==> src/rtl/uart_rx.sv <==
// uart_rx: asynchronous serial receiver, 16x oversampled, 1 start bit,
// 5..8 data bits (LSB first), optional parity bit, 1 stop bit.
// Optional feature macro: UART_RX_PARITY_EN adds parity_odd / parity_err
// and a PARITY state between DATA and STOP.
//
// Output handshake: there is no ready input. rx_valid (and frame_err /
// parity_err) are single-cycle strobes; the consumer must take rx_data in
// the cycle rx_valid is high. rx_data stays stable until the next good frame.
module uart_rx #(
    parameter int CLK_DIV = 16
) (
    input  logic       clk,
    input  logic       rst_n,
    input  logic       En,
    input  logic [3:0] databit,
    input  logic       RXD,
`ifdef UART_RX_PARITY_EN
    input  logic       parity_odd,
    output logic       parity_err,
`endif
    output logic [7:0] rx_data,
    output logic       rx_valid,
    output logic       frame_err,
    output logic       busy
);

    localparam int DW = (CLK_DIV > 1) ? $clog2(CLK_DIV) : 1;
    localparam logic [DW-1:0] DIV_MAX = DW'(CLK_DIV - 1);

    typedef enum logic [2:0] {
        IDLE   = 3'd0,
        START  = 3'd1,
        DATA   = 3'd2,
        PARITY = 3'd3,
        STOP   = 3'd4
    } state_t;

    state_t          state;
    state_t          state_nx;
    logic            rxd_m;
    logic            rxd_s;
    logic [DW-1:0]   div_cnt;
    logic            tick;
    logic [3:0]      os_cnt;
    logic [2:0]      bit_cnt;
    logic [3:0]      nbits;
    logic [3:0]      db_eff;
    logic [7:0]      shreg;
    logic            armed;
    logic            sample;
    logic            last_bit;
`ifdef UART_RX_PARITY_EN
    logic            par_bit;
    logic            par_ok;
`endif

    // tick on divider wrap; sample at mid start bit (8th tick) or every 16th tick after
    assign tick     = (div_cnt == DIV_MAX);
    assign sample   = tick && (os_cnt == ((state == START) ? 4'd7 : 4'd15));
    assign last_bit = ({1'b0, bit_cnt} == (nbits - 4'd1));
    assign db_eff   = (databit >= 4'd5 && databit <= 4'd8) ? databit : 4'd8;
`ifdef UART_RX_PARITY_EN
    // received parity agrees with selected sense (upper shreg bits are zero)
    assign par_ok   = (((^shreg) ^ par_bit) == parity_odd);
`endif

    // two-flop synchronizer for the asynchronous RXD pin, idle-high reset
    always_ff @(posedge clk or negedge rst_n) begin
        if (!rst_n) begin
            rxd_m <= 1'b1;
            rxd_s <= 1'b1;
        end else begin
            rxd_m <= RXD;
            rxd_s <= rxd_m;
        end
    end

    // FSM state register
    always_ff @(posedge clk or negedge rst_n) begin
        if (!rst_n) state <= IDLE;
        else        state <= state_nx;
    end

    // FSM next-state logic; En low forces IDLE from anywhere
    always_comb begin
        state_nx = state;
        if (!En) begin
            state_nx = IDLE;
        end else begin
            case (state)
                IDLE:   if (armed && !rxd_s) state_nx = START;
                START:  if (sample) state_nx = rxd_s ? IDLE : DATA;
`ifdef UART_RX_PARITY_EN
                DATA:   if (sample && last_bit) state_nx = PARITY;
                PARITY: if (sample) state_nx = STOP;
`else
                DATA:   if (sample && last_bit) state_nx = STOP;
`endif
                STOP:   if (sample) state_nx = IDLE;
                default: state_nx = IDLE;
            endcase
        end
    end

    // FSM outputs: busy whenever a frame is in progress
    always_comb begin
        busy = (state != IDLE);
    end

    // tick divider, oversample counter, bit counter and shift register
    always_ff @(posedge clk or negedge rst_n) begin
        if (!rst_n) begin
            div_cnt <= '0;
            os_cnt  <= 4'd0;
            bit_cnt <= 3'd0;
            nbits   <= 4'd8;
            shreg   <= 8'd0;
`ifdef UART_RX_PARITY_EN
            par_bit <= 1'b0;
`endif
        end else if (!En || state == IDLE) begin
            // held at zero so ticks are phase-aligned to the start edge
            div_cnt <= '0;
            os_cnt  <= 4'd0;
            bit_cnt <= 3'd0;
            shreg   <= 8'd0;
`ifdef UART_RX_PARITY_EN
            par_bit <= 1'b0;
`endif
        end else begin
            div_cnt <= tick ? '0 : div_cnt + 1'b1;
            if (tick) begin
                os_cnt <= (state == START && os_cnt == 4'd7) ? 4'd0 : os_cnt + 4'd1;
            end
            if (state == START && sample) begin
                nbits   <= db_eff;
                bit_cnt <= 3'd0;
                shreg   <= 8'd0;
            end
            if (state == DATA && sample) begin
                shreg[bit_cnt] <= rxd_s;
                bit_cnt        <= bit_cnt + 3'd1;
            end
`ifdef UART_RX_PARITY_EN
            if (state == PARITY && sample) par_bit <= rxd_s;
`endif
        end
    end

    // armed: line seen high in IDLE; cleared by a framing error so a break fires once
    always_ff @(posedge clk or negedge rst_n) begin
        if (!rst_n) begin
            armed <= 1'b0;
        end else if (En && state == STOP && sample && !rxd_s) begin
            armed <= 1'b0;
        end else if (state == IDLE && rxd_s) begin
            armed <= 1'b1;
        end
    end

    // result strobes and output byte, registered at the stop sample
    always_ff @(posedge clk or negedge rst_n) begin
        if (!rst_n) begin
            rx_data   <= 8'd0;
            rx_valid  <= 1'b0;
            frame_err <= 1'b0;
`ifdef UART_RX_PARITY_EN
            parity_err <= 1'b0;
`endif
        end else begin
            rx_valid  <= 1'b0;
            frame_err <= 1'b0;
`ifdef UART_RX_PARITY_EN
            parity_err <= 1'b0;
`endif
            if (En && state == STOP && sample) begin
                if (!rxd_s) begin
                    frame_err <= 1'b1;
                end
`ifdef UART_RX_PARITY_EN
                else if (!par_ok) begin
                    parity_err <= 1'b1;
                end
`endif
                else begin
                    rx_data  <= shreg;
                    rx_valid <= 1'b1;
                end
            end
        end
    end

endmodule
==> config.mk <==
export PLATFORM = sky130hd
export DESIGN_NAME = uart_rx
export DESIGN_NICKNAME = d
export VERILOG_FILES = /design/src/rtl/uart_rx.sv
export SDC_FILE = /design/constraint.sdc
export NUM_CORES = 1
export LEC_CHECK = 0
export CELL_PAD_IN_SITES_DETAIL_PLACEMENT = 1
export CELL_PAD_IN_SITES_GLOBAL_PLACEMENT = 1
export CORE_ASPECT_RATIO = 0.6
export CORE_UTILIZATION = 50
export DETAILED_ROUTE_END_ITERATION = 10
export DONT_BUFFER_PORTS = 1
export MAX_ROUTING_LAYER = met4
export PLACE_DENSITY_LB_ADDON = 0.08
export SLEW_MARGIN = 30
export SYNTH_ARGS = -nofsm -noshare
export SYNTH_HDL_FRONTEND = slang
export SYNTH_SLANG_ARGS = --single-unit
==> constraint.sdc <==
create_clock -name clk -period 5.2 [get_ports clk]
set_input_delay 1.3 -clock clk [delete_from_list [all_inputs] [get_ports clk]]
set_output_delay 1.3 -clock clk [all_outputs]
set_load 0.01 [all_outputs]
==> out/metrics.yaml <==
setup_path:
  crit_path_max_incr_delay_ps: 550
  crit_required_ps: 3900
  cp_top_family: "flip-flops"
  critical_path_cell_count: 1
  r2r_cells: 5
  worstSetupPathType: "flip-flop to primary output"
  timing.critical_path.cells: "or3_1"
  regToRegStartpoint: "div_cnt[0]"
  startpoint: "state[0]"
  cp_slowest_cell: "dfrtp_1"
  cp-endpoint: "busy"
  critPathMaxFanout: 12
  r2r-end: "shreg[1]"
  worst_ep_arrival_time_ps: 1320
  path_buf_inv: 0
  crit_path_start_kind: "flip-flop"
  end_kind: "primary output"
  r2r_setup_slack_ps: 2950
placement:
  gp_congestion: 0.7732
  dp_cells: 210
  io_buffer_count: 0
  post-dp-hpwl_mm: 2.973
  place_area_um2: 1911
  dp_worst_setup_slack_ps: 2434
sta:
  maxSlewHeadroom_pct: 56.43
  max_freq_mhz: 381.6
  final.setup.tns_ps: 0
  rsz0062_at_grt: "false"
  worst-slew-pin-transition_ps: 653.5
  final.min_clock_period_ps: 2620
  setup_viol: 0
  fin_skew_ps: 7.621
  period_share_pct: 50.39
  setup_ws_ps: 2580
  maxSlewViolCount: 0
  finalHoldViolCount: 0
  hold_ws_ps: 362.4
finish:
  final_core_util_pct: 54.58
  drive_above_1_share_pct: 14.04
  n_fill_cell: 389
  multi_input_area_um2: 859.6
  syn2layout_area_growth_pct: 4.178
  diodes: 0
  final_area_um2: 1997
  layout.area.seq_um2: 979.7
  nets: 182
  fin_cells: 218
yosys:
  synth_edf_count: 0
  synthCells: 174
  seq_area_frac_synth_pct: 51.11
  syn_area_um2: 1917
  synthesis.nets: 186
  synthDistinctLibCells: 46
  ys_async_sr_fraction_pct: 100.0
  ys_ff_latch: 39
  synth-main-ff-cell: "dfrtp_1"
  syn_avg_cell_area_um2: 11.02
  ys_warn_count: 0
grt:
  grt_usage_pct: 24.56
  grt_pass1_wl_mm: 6.975
  antenna_found_initial: 0
  grt_pass1_vias: 1364
  grt_overflow: 0
  grt_max_degree: 40
pwr:
  irDropWorstVdd_v: 0.0001595
  leakage_nw: 0.8618
  p_total_mw: 0.5163
  power_density_nw_per_um2: 258.6
floorplan:
  boundaryPins: 19
  die_area_um2: 4093
  start_util_pct: 52.39
  core_um2: 3659
  die_w_um: 81.94
  placementRows: 17
  die_h_um: 49.96
routing:
  firstDrtPassIters: 4
  wl_per_cell_um: 19.31
  wl_mm: 4.209
  ant_nets: 0
  vias: 1344
  vias_per_cell: 6.165
  drcViolationCount: 0
  drt_iter0_drc: 50
clocking:
  cts.clk_slew.worst_paths_ps: 70
  cts_resized: 0
  clock-sinks: 39
  holdBufCountCts: 0
  tritoncts: "built"
  clockBufferDepth: 2
  htree_levels: 2
  root_buffer: "clkbuf_8"
  cts_setup_buffers: 0
  cts-buffers-inserted: 5
  clock_latency_ps: 290
status:
  status: "completed"
run:
  max_cap_viol_count: 0
min_path:
  hold_class: "flip-flop to flip-flop"
cell type report:
class,instances,share of cell area (%)
clock buffer,8,4.010
inverter,5,0.9398
multi-input combinational,119,43.04
sequential,39,49.06
tap,47,2.945
cell usage after synthesis (2+ instances only):
cell type | instances | area share, %
a21oi_1 | 5 | 1.3
nand3_1 | 12 | 3.1
mux2_2 | 8 | 4.7
clkbuf_1 | 2 | 0.39
nor3_1 | 3 | 0.78
and3_1 | 3 | 0.98
dfstp_2 | 3 | 4.1
ha_1 | 4 | 2.6
nor3b_1 | 4 | 1.6
nand2_1 | 14 | 2.7
o21ai_0 | 11 | 2.9
nand4_1 | 7 | 2.3
xor2_1 | 5 | 2.3
mux2i_1 | 2 | 1.0
and2_1 | 2 | 0.65
buf_2 | 6 | 1.6
o41ai_1 | 2 | 0.91
o311ai_0 | 2 | 0.91
o211ai_1 | 3 | 1.2
xnor2_1 | 3 | 1.4
buf_6 | 2 | 1.2
dfrtp_1 | 36 | 47
o31ai_1 | 2 | 0.78
nor2_1 | 7 | 1.4
inv_1 | 5 | 0.98
sequential cells by signal, summed over array words and instances (netlist names):
register,flops
state,3
bit_cnt,3
rx_data,8
nbits,4
rx_valid,1
shreg,8
frame_err,1
armed,1
rxd_m,1
os_cnt,4
rxd_s,1
div_cnt,4
report_power, final:
| part | internal (mW) | total (mW) | switching (mW) |
|---|---|---|---|
| Combinational | 0.00398 | 0.0114 | 0.00741 |
| Sequential | 0.306 | 0.310 | 0.00435 |
| Clock | 0.0953 | 0.195 | 0.0994 |
| Total | 0.405 | 0.516 | 0.111 |
cell usage in the layout, fill, tap and decap left out, drive strengths merged, types with 2 or more instances in the layout:
cell	n
nand4	7
mux2i	2
nor2	7
mux2	8
o211ai	3
and3	3
nand2	14
clkbuf	8
o21ai	11
xor2	5
inv	5
nor3b	4
o311ai	2
o41ai	2
nor3	3
nand3	13
o31ai	3
a21oi	5
xnor2	3
dfrtp	36
ha	4
dfstp	3
or4b	2
and2	3
logic make-up after synthesis:
kind of cell             share of synthesized area [%]
buffers and inverters                            4.373
XOR/XNOR                                         3.655
AO/OA/AOI/OAI                                    12.27
AND/OR/NAND/NOR                                  20.24
flip-flops                                       51.11
multiplexers                                     5.744
adder cells (fa/ha/maj)                          2.611
routing by layer:
| metal | global-route usage, % | wire length, um |
|---|---|---|
| met1 | 33.33 | 2066 |
| met2 | 34.02 | 1897 |
| met4 | 10.82 | 77 |
| met3 | 6.667 | 168 |
| met5 | - | 0 |
worst min-delay path by stage:
| stage | startpoint | end | slack (ps) | depth (start not counted) |
|---|---|---|---|---|
| after detailed placement | rxd_m | rxd_s | 350 | 0 |
| after global routing | rxd_m | rxd_s | 370 | 0 |
| after floorplan | rxd_m | rxd_s | 350 | 0 |
| after global placement | rxd_m | rxd_s | 350 | 0 |
| final | rxd_m | rxd_s | 360 | 0 |
| after CTS | rxd_m | rxd_s | 360 | 0 |
Power figures use the tool's default switching activity.
